$ cat config.mk
export PLATFORM = sky130hd
export DESIGN_NAME = early_resolve_unit
export DESIGN_NICKNAME = d
export VERILOG_FILES = /design/src/rtl/early_resolve_pkg.sv /design/src/rtl/early_result_fifo.sv /design/src/rtl/early_resolve_unit.sv
export SDC_FILE = /design/constraint.sdc
export NUM_CORES = 1
export LEC_CHECK = 0
export BUFFER_PORTS_ARGS = -buffer_cell sky130_fd_sc_hd__buf_2
export CAP_MARGIN = 15
export CORE_ASPECT_RATIO = 1.75
export CORE_UTILIZATION = 40
export DETAILED_ROUTE_END_ITERATION = 12
export MAX_ROUTING_LAYER = met4
export PLACE_DENSITY = 0.66
export SLEW_MARGIN = 20
export SYNTH_ARGS = -nofsm -noshare
export SYNTH_HDL_FRONTEND = slang
export SYNTH_SLANG_ARGS = --single-unit
$ cat constraint.sdc
create_clock -name clk -period 10.25 [get_ports clk]
set_input_delay 1.025 -clock clk [delete_from_list [all_inputs] [get_ports clk]]
set_output_delay 1.025 -clock clk [all_outputs]
set_load 0.02 [all_outputs]
$ cat src/rtl/early_resolve_pkg.sv
`default_nettype none
// ============================================================================
// Module   : early_resolve_pkg
// Purpose  : Shared decode types and helpers for the rename-stage early resolver.
// Revision : 1.0
// ============================================================================
package early_resolve_pkg;

    typedef enum logic [2:0] {
        OP_NONE   = 3'd0,
        OP_BRANCH = 3'd1,
        OP_JAL    = 3'd2,
        OP_LUI    = 3'd3,
        OP_AUIPC  = 3'd4
    } early_op_t;

    // Default-width entry; the top re-declares it at its own WIDTH/TAG_W.
    typedef struct packed {
        logic [31:0] result;
        logic [3:0]  tag;
    } early_entry_t;

    function automatic early_op_t decode_op(
        input logic br,
        input logic jal,
        input logic lui,
        input logic auipc
    );
        if (br)         return OP_BRANCH;
        else if (jal)   return OP_JAL;
        else if (lui)   return OP_LUI;
        else if (auipc) return OP_AUIPC;
        else            return OP_NONE;
    endfunction

    function automatic logic op_has_result(input early_op_t op);
        return (op == OP_JAL) || (op == OP_LUI) || (op == OP_AUIPC);
    endfunction

endpackage
`default_nettype wire

$ cat src/rtl/early_result_fifo.sv
`default_nettype none
// ============================================================================
// Module   : early_result_fifo
// Purpose  : Circular buffer of early results awaiting a CDB slot.
// Revision : 1.0
// ============================================================================
module early_result_fifo
    import early_resolve_pkg::*;
#(
    parameter int unsigned DEPTH   = 2,
    parameter type         ENTRY_T = early_entry_t
) (
    input  logic                   clk,
    input  logic                   reset_n,
    input  logic                   flush,
    input  logic                   push,
    input  logic                   pop,
    input  ENTRY_T                 din,
    output ENTRY_T                 dout,
    output logic [$clog2(DEPTH):0] count,
    output logic                   full,
    output logic                   empty
);

    localparam int unsigned c_addr_w = $clog2(DEPTH);

    logic [c_addr_w-1:0] r_wr_ptr;
    logic [c_addr_w-1:0] r_rd_ptr;
    logic [c_addr_w:0]   r_count;
    ENTRY_T              r_mem [DEPTH];
    logic                w_do_push;
    logic                w_do_pop;

    assign full      = (r_count == (c_addr_w + 1)'(DEPTH));
    assign empty     = (r_count == '0);
    assign count     = r_count;
    assign w_do_push = push & ~full;
    assign w_do_pop  = pop & ~empty;
    // Head reads as zero when empty so the CDB bus is quiet after reset/flush.
    assign dout      = empty ? ENTRY_T'('0) : r_mem[r_rd_ptr];

    always_ff @(posedge clk or negedge reset_n) begin
        if (!reset_n) begin
            r_wr_ptr <= '0;
            r_rd_ptr <= '0;
            r_count  <= '0;
        end else if (flush) begin
            r_wr_ptr <= '0;
            r_rd_ptr <= '0;
            r_count  <= '0;
        end else begin
            if (w_do_push) r_wr_ptr <= r_wr_ptr + 1'b1;
            if (w_do_pop)  r_rd_ptr <= r_rd_ptr + 1'b1;
            if (w_do_push && !w_do_pop)      r_count <= r_count + 1'b1;
            else if (w_do_pop && !w_do_push) r_count <= r_count - 1'b1;
        end
    end

    always_ff @(posedge clk) begin
        if (w_do_push && !flush) r_mem[r_wr_ptr] <= din;
    end

endmodule
`default_nettype wire

$ cat src/rtl/early_resolve_unit.sv
`default_nettype none
// ============================================================================
// Module   : early_resolve_unit
// Purpose  : Rename-stage JAL/LUI/AUIPC resolution, fetch redirect and CDB queue.
//            Optional misdirect counter when EARLY_RESOLVE_PERF_EN is defined.
// Revision : 1.0
// ============================================================================
module early_resolve_unit
    import early_resolve_pkg::*;
#(
    parameter int unsigned WIDTH   = 32,
    parameter int unsigned PC_STEP = 1,
    parameter int unsigned TAG_W   = 4,
    parameter int unsigned DEPTH   = 2
) (
    input  logic             clk,
    input  logic             reset_n,
    input  logic             in_valid,
    output logic             stall,
    input  logic [WIDTH-1:0] pc,
    input  logic [WIDTH-1:0] imm_ext,
    input  logic [WIDTH-1:0] pred_pc,
    input  logic [TAG_W-1:0] rob_tag,
    input  logic             is_branch,
    input  logic             is_jal,
    input  logic             is_lui,
    input  logic             is_auipc,
    input  logic             redirect_en,
    input  logic             flush,
    output logic [WIDTH-1:0] target_addr,
    output logic [WIDTH-1:0] seq_pc,
    output logic             misdirect,
    output logic [WIDTH-1:0] redirect_pc,
    output logic             btb_we,
    output logic [WIDTH-1:0] btb_pc,
    output logic [WIDTH-1:0] btb_target,
`ifdef EARLY_RESOLVE_PERF_EN
    output logic [31:0]      perf_misdirect_cnt,
`endif
    output logic             cdb_req,
    input  logic             cdb_grant,
    output logic [WIDTH-1:0] cdb_result,
    output logic [TAG_W-1:0] cdb_tag
);

    typedef struct packed {
        logic [WIDTH-1:0] result;
        logic [TAG_W-1:0] tag;
    } entry_t;

    early_op_t             w_op;
    logic                  w_accept;
    logic                  w_push;
    logic                  w_pop;
    logic                  w_jal;
    logic [WIDTH-1:0]      w_target;
    logic [WIDTH-1:0]      w_seq;
    entry_t                w_entry;
    entry_t                w_head;
    logic [$clog2(DEPTH):0] w_count;
    logic                  w_full;
    logic                  w_empty;
    logic                  r_misdirect;
    logic                  r_btb_we;
    logic [WIDTH-1:0]      r_redirect_pc;
    logic [WIDTH-1:0]      r_btb_pc;
    logic [WIDTH-1:0]      r_btb_target;

    assign w_op        = decode_op(is_branch, is_jal, is_lui, is_auipc);
    assign w_accept    = in_valid & ~stall & ~flush;
    assign w_target    = pc + imm_ext;
    assign w_seq       = pc + WIDTH'(PC_STEP);
    assign w_push      = w_accept & op_has_result(w_op);
    assign w_jal       = w_accept & (w_op == OP_JAL);
    assign w_pop       = cdb_grant & ~w_empty & ~flush;

    assign target_addr = w_target;
    assign seq_pc      = w_seq;
    assign stall       = w_full;
    assign cdb_req     = (w_count != '0);
    assign cdb_result  = w_head.result;
    assign cdb_tag     = w_head.tag;
    assign misdirect   = r_misdirect;
    assign btb_we      = r_btb_we;
    assign redirect_pc = r_redirect_pc;
    assign btb_pc      = r_btb_pc;
    assign btb_target  = r_btb_target;

    always_comb begin
        w_entry     = '0;
        w_entry.tag = rob_tag;
        case (w_op)
            OP_JAL:   w_entry.result = w_seq;
            OP_LUI:   w_entry.result = imm_ext;
            OP_AUIPC: w_entry.result = w_target;
            default:  w_entry.result = '0;
        endcase
    end

    early_result_fifo #(
        .DEPTH   (DEPTH),
        .ENTRY_T (entry_t)
    ) u_fifo (
        .clk     (clk),
        .reset_n (reset_n),
        .flush   (flush),
        .push    (w_push),
        .pop     (w_pop),
        .din     (w_entry),
        .dout    (w_head),
        .count   (w_count),
        .full    (w_full),
        .empty   (w_empty)
    );

    // Flush suppresses both pulses because w_jal already requires ~flush.
    always_ff @(posedge clk or negedge reset_n) begin
        if (!reset_n) begin
            r_misdirect   <= 1'b0;
            r_btb_we      <= 1'b0;
            r_redirect_pc <= '0;
            r_btb_pc      <= '0;
            r_btb_target  <= '0;
        end else begin
            r_misdirect <= w_jal & redirect_en & (w_target != pred_pc);
            r_btb_we    <= w_jal;
            if (w_jal) begin
                r_redirect_pc <= w_target;
                r_btb_pc      <= pc;
                r_btb_target  <= w_target;
            end
        end
    end

`ifdef EARLY_RESOLVE_PERF_EN
    logic [31:0] r_perf_cnt;

    always_ff @(posedge clk or negedge reset_n) begin
        if (!reset_n)                          r_perf_cnt <= '0;
        else if (r_misdirect && ~&r_perf_cnt)  r_perf_cnt <= r_perf_cnt + 1'b1;
    end

    assign perf_misdirect_cnt = r_perf_cnt;
`endif

endmodule
`default_nettype wire

==> results of run 1 <==
stage by stage:
step	worst slack, ps	cell area (um^2)	util
finish	5070	11270	0.5065
global route	4863	11270	0.5065
CTS	5085	11240	0.5051
detailed placement	4817	10670	0.4797
global placement	4916	10670	0.4797
floorplan	4655	9104	-
worst paths after layout:
kind	startpoint	end	slack [ps]	depth (start not counted)
min in group asynchronous	reset_n	btb_pc[0]	520	1
setup / recovery	pc[0]	target_addr[30]	5070	12
hold reg to reg	btb_pc[11]	btb_pc[11]	470	2
setup reg to reg	u_fifo.count[1]	u_fifo.r_mem[1][25]	7370	4
max in group asynchronous	reset_n	u_fifo.r_rd_ptr	9110	2
hold / removal	btb_pc[11]	btb_pc[11]	470	2
sequential cells by signal, indices dropped and copies added, names as in the netlist:
signal,cells
u_fifo.r_mem,72
btb_pc,32
btb_target,32
u_fifo.count,2
btb_we,1
misdirect,1
u_fifo.r_rd_ptr,1
u_fifo.r_wr_ptr,1
per-layer routing:
metal,track usage,share of wire
met5,-,0
met4,0.1543,0.049
met3,0.04127,0.054
met2,0.4698,0.51
met1,0.3204,0.38
power by group through the flow:
stage / Combinational, mW / Sequential, mW / Clock, mW
finish: 0.692 / 0.714 / 0.604
global route: 0.745 / 0.722 / 0.635
CTS: 0.692 / 0.714 / 0.615
detailed placement: 0.690 / 0.724 / 0
global placement: 0.687 / 0.722 / 0
floorplan: 0.401 / 0.788 / 0
cell usage in the layout (no fill, tap or decap), types with 8 or more instances in the layout:
| master | instances |
|---|---|
| buf_2 | 308 |
| nand2_1 | 253 |
| edfxtp_1 | 72 |
| dfrtp_1 | 69 |
| nor2_1 | 60 |
| xnor2_1 | 51 |
| xor2_1 | 43 |
| o21ai_0 | 43 |
| a21oi_1 | 38 |
| mux2i_1 | 38 |
| a22oi_1 | 32 |
| ha_1 | 32 |
| inv_1 | 28 |
| nand3_1 | 18 |
| clkbuf_16 | 17 |
| nor3_1 | 16 |
| and3_1 | 13 |
| nand4_1 | 12 |
| a21o_1 | 10 |
| o21a_1 | 8 |
| o21ai_1 | 8 |
cell families (layout without fill, tap and decap cells):
family,count (synthesis),after routing,synth area share
fa+ha+maj,33,33,0.04618
xor+xnor,95,95,0.09222
buf+inv,106,376,0.05882
mux,38,38,0.04178
flops,142,142,0.4299
compound gates,190,190,0.1368
simple gates,411,411,0.1943
other cells,0,4,0
layout make-up:
type | count | share of cell area
Sequential cell | 142 | 0.3474
Timing Repair Buffer | 316 | 0.1432
Tap cell | 296 | 0.03286
Clock inverter | 11 | 0.01055
Antenna cell | 4 | 0.0008882
Clock buffer | 20 | 0.03964
Multi-Input combinational cell | 767 | 0.4158
Inverter | 29 | 0.009659
worst max-delay path: stages:
cell and delay [ps]:
buf_2 160, ha_1 230, fa_1 240, a21oi_1 120, o221a_1 320, a211oi_1 520
a21o_1 320, a41oi_1 250, o21ai_1 190, a21oi_1 90, xnor2_1 410, buf_2 250
==> metrics.txt, run 1 <==
WL per Instance 19.80 um; DRC Markers 0; starting density of the core 0.4091; top post-synthesis cells by count nand2_1, edfxtp_1, dfrtp_1, nor2_1, xnor2_1; htree depth 4; Worst Path Arrival 4160 ps; CTS Buf Count 17; worst path required time 9230 ps; Clock Latency Late Sink 450 ps; setup TNS 0 ps; die area 23,390 um^2; Yosys reg bits 142; syn nets 1,158; Final #Nets 1,416; Hold Slack 470.3 ps; Power, Total 2.010 mW; post-route ant nets 0; Tcrit/Tclk final 0.5054; fill cell count 2,183; Placer Congestion 0.9711; area added between synthesis and finish 23.79%; max-slew violations 0; first-pass GRT wire length 47,500 um; largest area contributor in the netlist edfxtp_1; dpl cells 1,549; gate count after technology mapping 1,015; post-detailed-placement half-perimeter wirelength 24,140 um; CTS clk-pin slew, worst paths 60 ps; RSZ-0062 raised after global routing no; Post-synth EDFFs 72; Synth Cell Area 9104 um^2; Tightest Pin Transition 1086 ps; GRT Overall Usage 0.2822; CTS tree done; clock sink count 142; number of global-route vias before repair 8,482; Final Setup Violations 0; Sw Share 0.3764; IO Pins 310; YS warnings 0; worst hold path class flip-flop to flip-flop; DR pass1 iterations 5; CP startpoint kind input port; Die Ht 201.6 um; PortBufs 309; Clock Tree Buf Depth 2; Syn Area/Cell 8.969 um^2; crit path kind input port to output port; Gate power share 0.344; sequential share of power 0.355; maximum vdd drop 94.06 uV; endpoint class of the critical path output port; share of layout cells above drive strength 1 0.2794; Remaining Overflow, GRT 0; outcome finished clean; Leak 5.364 nW; initial DRC count 606; Storage cell area 3915 um^2; post-synthesis sequential area ratio 0.4299; post-synthesis cell type count 64; clk_skew 10.07 ps; Finished Layout Cells 1,585; die width 116.0 um; FP Rows 72; cts hold-fix bufs 0; setup repair bufs after CTS 0; Net Switching 756.5 uW; Internal 1.253 mW; top-count cell post-synth nand2_1; Synth Flop Type edfxtp_1; critical path peak fanout 6; initial antenna violation count 4; detailed-route via count 8,589; drt total wl 31,390 um; clock share of power 0.300; share of the synthesized area in the top cell type 0.2375; ys async rst share 0.4930; vias per cell 5.419; root buffer cell clkbuf_16; maximum clock rate 0.1930 GHz; pwr dens 178.4 nW/um^2; MaxCap Viol Count 0; Core ar. 22,250 um^2; post-cts repair resize count 0; area of the multi-input gates 4686 um^2; Max-Slew Margin vs Limit 0.2760; pin count of the biggest net entering global routing 79; min Tclk post-route 5180 ps; endpoints failing hold 0; largest cells by area after synthesis edfxtp_1, dfrtp_1, nand2_1
Power figures use the tool's default switching activity.
==> run 2, diff against run 1 <==
- ABC_AREA: not set -> 1
- PLACE_DENSITY: 0.66 -> 0.67
- clock period: 10.25 -> 4.45 ns (I/O delays scaled with it)
==> metrics.txt, run 2 <==
MaxCap Viol Count 0 (unchanged); maximum clock rate 0.3097 GHz; vias per cell 5.093 (-6.0%); area added between synthesis and finish 22.28%; CTS Buf Count 17 (unchanged); CTS clk-pin slew, worst paths 60 ps (about the same); clk_skew 8.964 ps (-1.102 ps); RSZ-0062 raised after global routing no; Clock Tree Buf Depth 2 (unchanged); PortBufs 309 (unchanged); post-cts repair resize count 0 (unchanged); min Tclk post-route 3229 ps; share of layout cells above drive strength 1 0.2258 (-0.05363); DRC Markers 0 (unchanged); outcome finished clean; Final Setup Violations 0 (unchanged); top post-synthesis cells by count nand2_1, inv_1, nor2_1, nand3_1, edfxtp_1; most frequent cells in the layout nand2_1, buf_2, inv_1; post-synthesis cell type count 43 (-33%); initial antenna violation count 2 (-2); first-pass GRT wire length 58,220 um (+23%); endpoints failing hold 0 (unchanged); detailed-route via count 10,610 (+24%); Worst Path Arrival 2780 ps (-1380 ps); Cell Chain, Critical Path buf_2 > ha_1 > fa_1 > nand2_1 > nand2_1 > nand3_1 > nand2_1 > nand2_1 > nand2_1 > nand3_1 > nand2_1 > nand2_1 > nand2_1 > buf_2; endpoint class of the critical path output port; initial DRC count 710 (+17%); ys async rst share 0.4930 (unchanged); commonest non-fill, non-tap cell in the layout nand2_1; Core ar. 25,150 um^2 (+13%); CP dominant cell by count nand2_1; Hold Slack 195.6 ps (-274.7 ps); R2R cell count 6 (+2); Post-synth EDFFs 72 (unchanged); Tightest Pin Transition 848.2 ps (-237.8 ps); Syn Area/Cell 6.920 um^2 (-23%); dpl cells 2,045 (+32%); die area 26,200 um^2 (+12%); number of global-route vias before repair 10,340 (+22%); CP max stage cell fa_1; pwr dens 477.4 nW/um^2 (+170%); worst hold path class input port to flip-flop; GRT Overall Usage 0.3164 (+0.03416); IO Pins 310 (unchanged); Placer Congestion 0.9995 (+2.9%); number of flip-flops under the largest register name 72 (unchanged); fill cell count 2,654 (+22%); maximum vdd drop 261.7 uV (+180%); largest area contributor in the netlist edfxtp_1; Finished Layout Cells 2,083 (+31%); Clock Latency Late Sink 450 ps (about the same); gate count after technology mapping 1,476 (+45%); die width 122.8 um (+5.8%); Tcrit/Tclk final 0.7257; Leak 6.716 nW (+25%); share of the synthesized area in the top cell type 0.2117 (-0.02581); clock sink count 142 (unchanged); Yosys reg bits 142 (unchanged); Top reg by flops u_fifo.r_mem; post-route ant nets 0 (unchanged); YS warnings 0 (unchanged); max-slew violations 0 (unchanged); post-detailed-placement half-perimeter wirelength 32,440 um (+34%); post-synthesis sequential area ratio 0.3832 (-0.04671); critical path peak fanout 4 (-2); pin count of the biggest net entering global routing 85 (+7.6%); WL per Instance 18.97 um (-4.2%); CTS tree done; Synth Cell Area 10,210 um^2 (+12%); root buffer cell clkbuf_16; critical path's largest stage delay 480 ps (-40 ps); setup TNS 0 ps (unchanged); Final #Nets 1,893 (+34%); starting density of the core 0.4062 (-0.002952); Die Ht 213.4 um (+5.9%); drt total wl 39,520 um (+26%); Max-Slew Margin vs Limit 0.4345 (+0.1585); htree depth 4 (unchanged); area post-placement 11,870 um^2 (+11%); crit path kind input port to output port; worst path required time 4010 ps (-5220 ps); syn nets 1,619 (+40%); top-count cell post-synth nand2_1; largest cells by area after synthesis edfxtp_1, nand2_1, dfrtp_1; Remaining Overflow, GRT 0 (unchanged); CP startpoint kind input port; Synth Flop Type edfxtp_1; FP Rows 77 (+6.9%); design area 12,490 um^2 (+11%); DR pass1 iterations 5 (unchanged); hold path cells 1 (-1)
run 2: stage by stage:
stage / util / setup slack, ps / total power [mW]
2_1_floorplan: - / 1511 / 3.683
3_3_place_gp: 0.4720 / 1233 / 4.535
3_5_place_dp: 0.4720 / 1227 / 4.549
4_1_cts: 0.4951 / 1218 / 5.986
5_1_grt: 0.4965 / 1070 / 6.293
6_report: 0.4967 / 1221 / 5.962
run 2: power breakdown:
part / total, mW / internal, mW / leakage, nW / switching, mW
clock network: 1.43 / 0.791 / 0.280 / 0.637
logic: 2.70 / 0.811 / 4.91 / 1.89
registers: 1.84 / 1.66 / 1.52 / 0.182
total: 5.96 / 3.26 / 6.72 / 2.70
run 2: cell families (layout without fill, tap and decap cells):
logic type      after synthesis  count (layout)  share of synthesized area
flops                       142             142                     0.3832
simple gates                834             834                     0.3412
other cells                   0               4                          0
xor+xnor                     34              34                    0.03259
compound gates              149             149                    0.08392
fa+ha+maj                    33              33                    0.04116
buf+inv                     284             571                     0.1180
run 2: final timing paths:
kind	end	start	slack (ps)
setup reg to reg	u_fifo.r_mem[1][9]	u_fifo.count[1]	2340
setup / recovery	target_addr[30]	pc[0]	1220
hold reg to reg	btb_pc[3]	btb_pc[3]	480
hold / removal	u_fifo.r_mem[0][1]	rob_tag[1]	200
min in group asynchronous	u_fifo.count[1]	reset_n	480
max in group asynchronous	btb_pc[1]	reset_n	3350
run 2: critical path, delay by kind of cell:
| kind | cells | cell delay [ps] |
|---|---|---|
| and+or+nand+nor | 10 | 1240 |
| adders and majority gates | 2 | 740 |
| buffers and inverters | 2 | 330 |
run 2: metal layers:
| layer | track usage | share of wire | routed length, um |
|---|---|---|---|
| met2 | 0.5339 | 0.51 | 19970 |
| met5 | - | 0 | 0 |
| met1 | 0.3625 | 0.40 | 15810 |
| met3 | 0.02686 | 0.041 | 1636 |
| met4 | 0.1880 | 0.053 | 2097 |
run 2: cell type report:
cell class | count | area, um^2 | share of cell area
multi-input cells | 1050 | 5117 | 0.4097
flip-flops and latches | 142 | 3914 | 0.3134
repair buffers | 321 | 1654 | 0.1324
inverters | 218 | 818.3 | 0.06552
clock buffers | 18 | 429.2 | 0.03436
well taps | 316 | 395.4 | 0.03166
clock inverters | 14 | 151.4 | 0.01212
diodes | 4 | 10.01 | 0.0008014
run 2: what timing repair did:
action,in CTS,in global routing
hold buffers,0,1
setup buffers,0,0
endpoints found under the hold margin,0,11
==> run 3, diff against run 2 <==
- clock period: 4.45 -> 2.8 ns (I/O delays scaled with it)
==> metrics.txt, run 3 (synthesis results as in run 2) <==
maximum vdd drop 423.1 uV (+62%); CP max stage cell fa_1; CTS clk-pin slew, worst paths 60 ps (about the same); drt total wl 38,200 um (-3.3%); CTS tree done; first-pass GRT wire length 56,080 um (-3.7%); vias per cell 5.056 (-0.72%); endpoint class of the critical path output port; clock sink count 142 (unchanged); Top Family by Delay on Critical Path simple AND/OR/NAND/NOR gates; IO Pins 310 (unchanged); post-detailed-placement half-perimeter wirelength 31,450 um (-3.1%); Clock Latency Late Sink 440 ps (about the same); Max-Slew Margin vs Limit 0.3456 (-0.08889); Leak 6.905 nW (+2.8%); most frequent cells in the layout nand2_1, buf_2, inv_1; Final Core Density 0.5100 (+0.01329); die area 26,200 um^2 (unchanged); Hold Slack -1.888 ps (-197.5 ps); Remaining Overflow, GRT 0 (unchanged); outcome complete, but fails checks; Power, Total 9.674 mW (+62%); root buffer cell clkbuf_16; clk_skew 11.95 ps (+2.986 ps); area post-placement 12,180 um^2 (+2.7%); initial antenna violation count 2 (unchanged); CTS Buf Count 17 (unchanged); Placer Congestion 1.041 (+4.1%); PortBufs 309 (unchanged); setup repair bufs after CTS 0 (unchanged); DRC Markers 0 (unchanged); worst path required time 2520 ps (-1490 ps); number of flip-flops under the largest register name 72 (unchanged); Cell Chain, Critical Path buf_2 > ha_1 > fa_1 > nand2_1 > nand2_1 > nand3_1 > nand2_1 > nand2_1 > nand2_1 > buf_4 > nand3_1 > nand3_1 > nand2_2 > buf_2; Finished Layout Cells 2,116 (+1.6%); Crit path depth 14 (unchanged); Tightest Pin Transition 981.6 ps (+133.3 ps); min Tclk post-route 2726 ps; Tcrit/Tclk final 0.9736; starting density of the core 0.4062 (unchanged); die width 122.8 um (unchanged); critical path peak fanout 4 (unchanged); Clock Tree Buf Depth 2 (unchanged); worst setup margin 73.95 ps (-1147 ps); MaxCap Viol Count 0 (unchanged); endpoints failing hold 1 (+1); pwr dens 754.4 nW/um^2 (+58%); CP startpoint kind input port; Top reg by flops u_fifo.r_mem; htree depth 4 (unchanged); max-slew violations 0 (unchanged); area added between synthesis and finish 25.55%; GRT Overall Usage 0.3020 (-0.01432); CP dominant cell by count nand2_1; crit path kind input port to output port; DR pass1 iterations 5 (unchanged); critical path's largest stage delay 460 ps (-20 ps); initial DRC count 712 (+0.28%); failing checks hold timing; buffers and inverters on the worst path 3 (+1); design area 12,820 um^2 (+2.7%); pin count of the biggest net entering global routing 85 (unchanged); number of global-route vias before repair 10,210 (-1.2%); Worst Path Arrival 2450 ps (-330 ps); commonest non-fill, non-tap cell in the layout nand2_1; Final #Nets 1,928 (+1.8%); post-route ant nets 0 (unchanged); detailed-route via count 10,700 (+0.85%); FP Rows 77 (unchanged); worst hold path class input port to async pin; maximum clock rate 0.3668 GHz; Core ar. 25,150 um^2 (unchanged); RSZ-0062 raised after global routing no; share of layout cells above drive strength 1 0.2414 (+0.01563); Final Setup Violations 0 (unchanged); R2R cell count 6 (unchanged); WL per Instance 18.05 um (-4.8%); dpl cells 2,082 (+1.8%); Die Ht 213.4 um (unchanged); worst slack at placement -72.62 ps (-1300 ps)
==> run 3: final cells by class <==
type / count / area [um^2]
Fill cell: 2557 / 12320
Multi-Input combinational cell: 1050 / 5134
Sequential cell: 142 / 3914
Timing Repair Buffer: 356 / 1939
Inverter: 218 / 818.3
Clock buffer: 22 / 454.2
Tap cell: 316 / 395.4
Clock inverter: 10 / 163.9
Antenna cell: 2 / 5.005
==> run 3: worst paths after layout <==
| kind | from | endpoint | slack (ps) |
|---|---|---|---|
| worst max-delay path | pc[0] | target_addr[30] | 70 |
| worst min-delay path | reset_n | btb_pc[22] | -2 |
| worst max register to register | u_fifo.count[1] | u_fifo.r_mem[1][9] | 890 |
| worst min register to register | btb_pc[14] | btb_pc[14] | 480 |
| max in group asynchronous | reset_n | btb_pc[8] | 2170 |
| min in group clk | rob_tag[0] | u_fifo.r_mem[0][0] | 40 |
==> run 3: through the flow <==
stage | hold slack, ps | TNS [ps]
after floorplan | -15.59 | -3622
after detailed placement | 468.1 | -152.2
after global placement | 460.5 | -53.79
final | -1.888 | 0
after CTS | 8.142 | 0
after global routing | 26.07 | 0
==> run 3: power breakdown <==
part | internal [mW] | leakage (nW) | switching, mW | total (mW)
registers | 2.63 | 1.52 | 0.281 | 2.91
logic | 1.36 | 5.09 | 2.98 | 4.34
clock network | 1.51 | 0.289 | 0.906 | 2.42
total | 5.51 | 6.91 | 4.17 | 9.67
==> run 3: repair_timing <==
item / CTS / global route
endpoints found under the setup margin: 0 / 5
resized for setup: 0 / 5
hold buffers: 0 / 0
==> run 3: worst register-to-register path, cell delays in order (launching register included) <==
cell     delay, ps
dfrtp_1        400
inv_1           80
nor2_1          60
nor2_1         200
o21ai_1        300
nor2_4         300
buf_12         260
==> run 3: routing by layer <==
metal,global-route usage,wire length (um),vias up,part of all wire
met1,0.3462,15220,4923,0.40
met4,0.1581,1931,0,0.051
met2,0.5068,19140,392,0.50
met5,-,0,-,0
li1,-,-,5288,-
met3,0.04309,1917,96,0.050
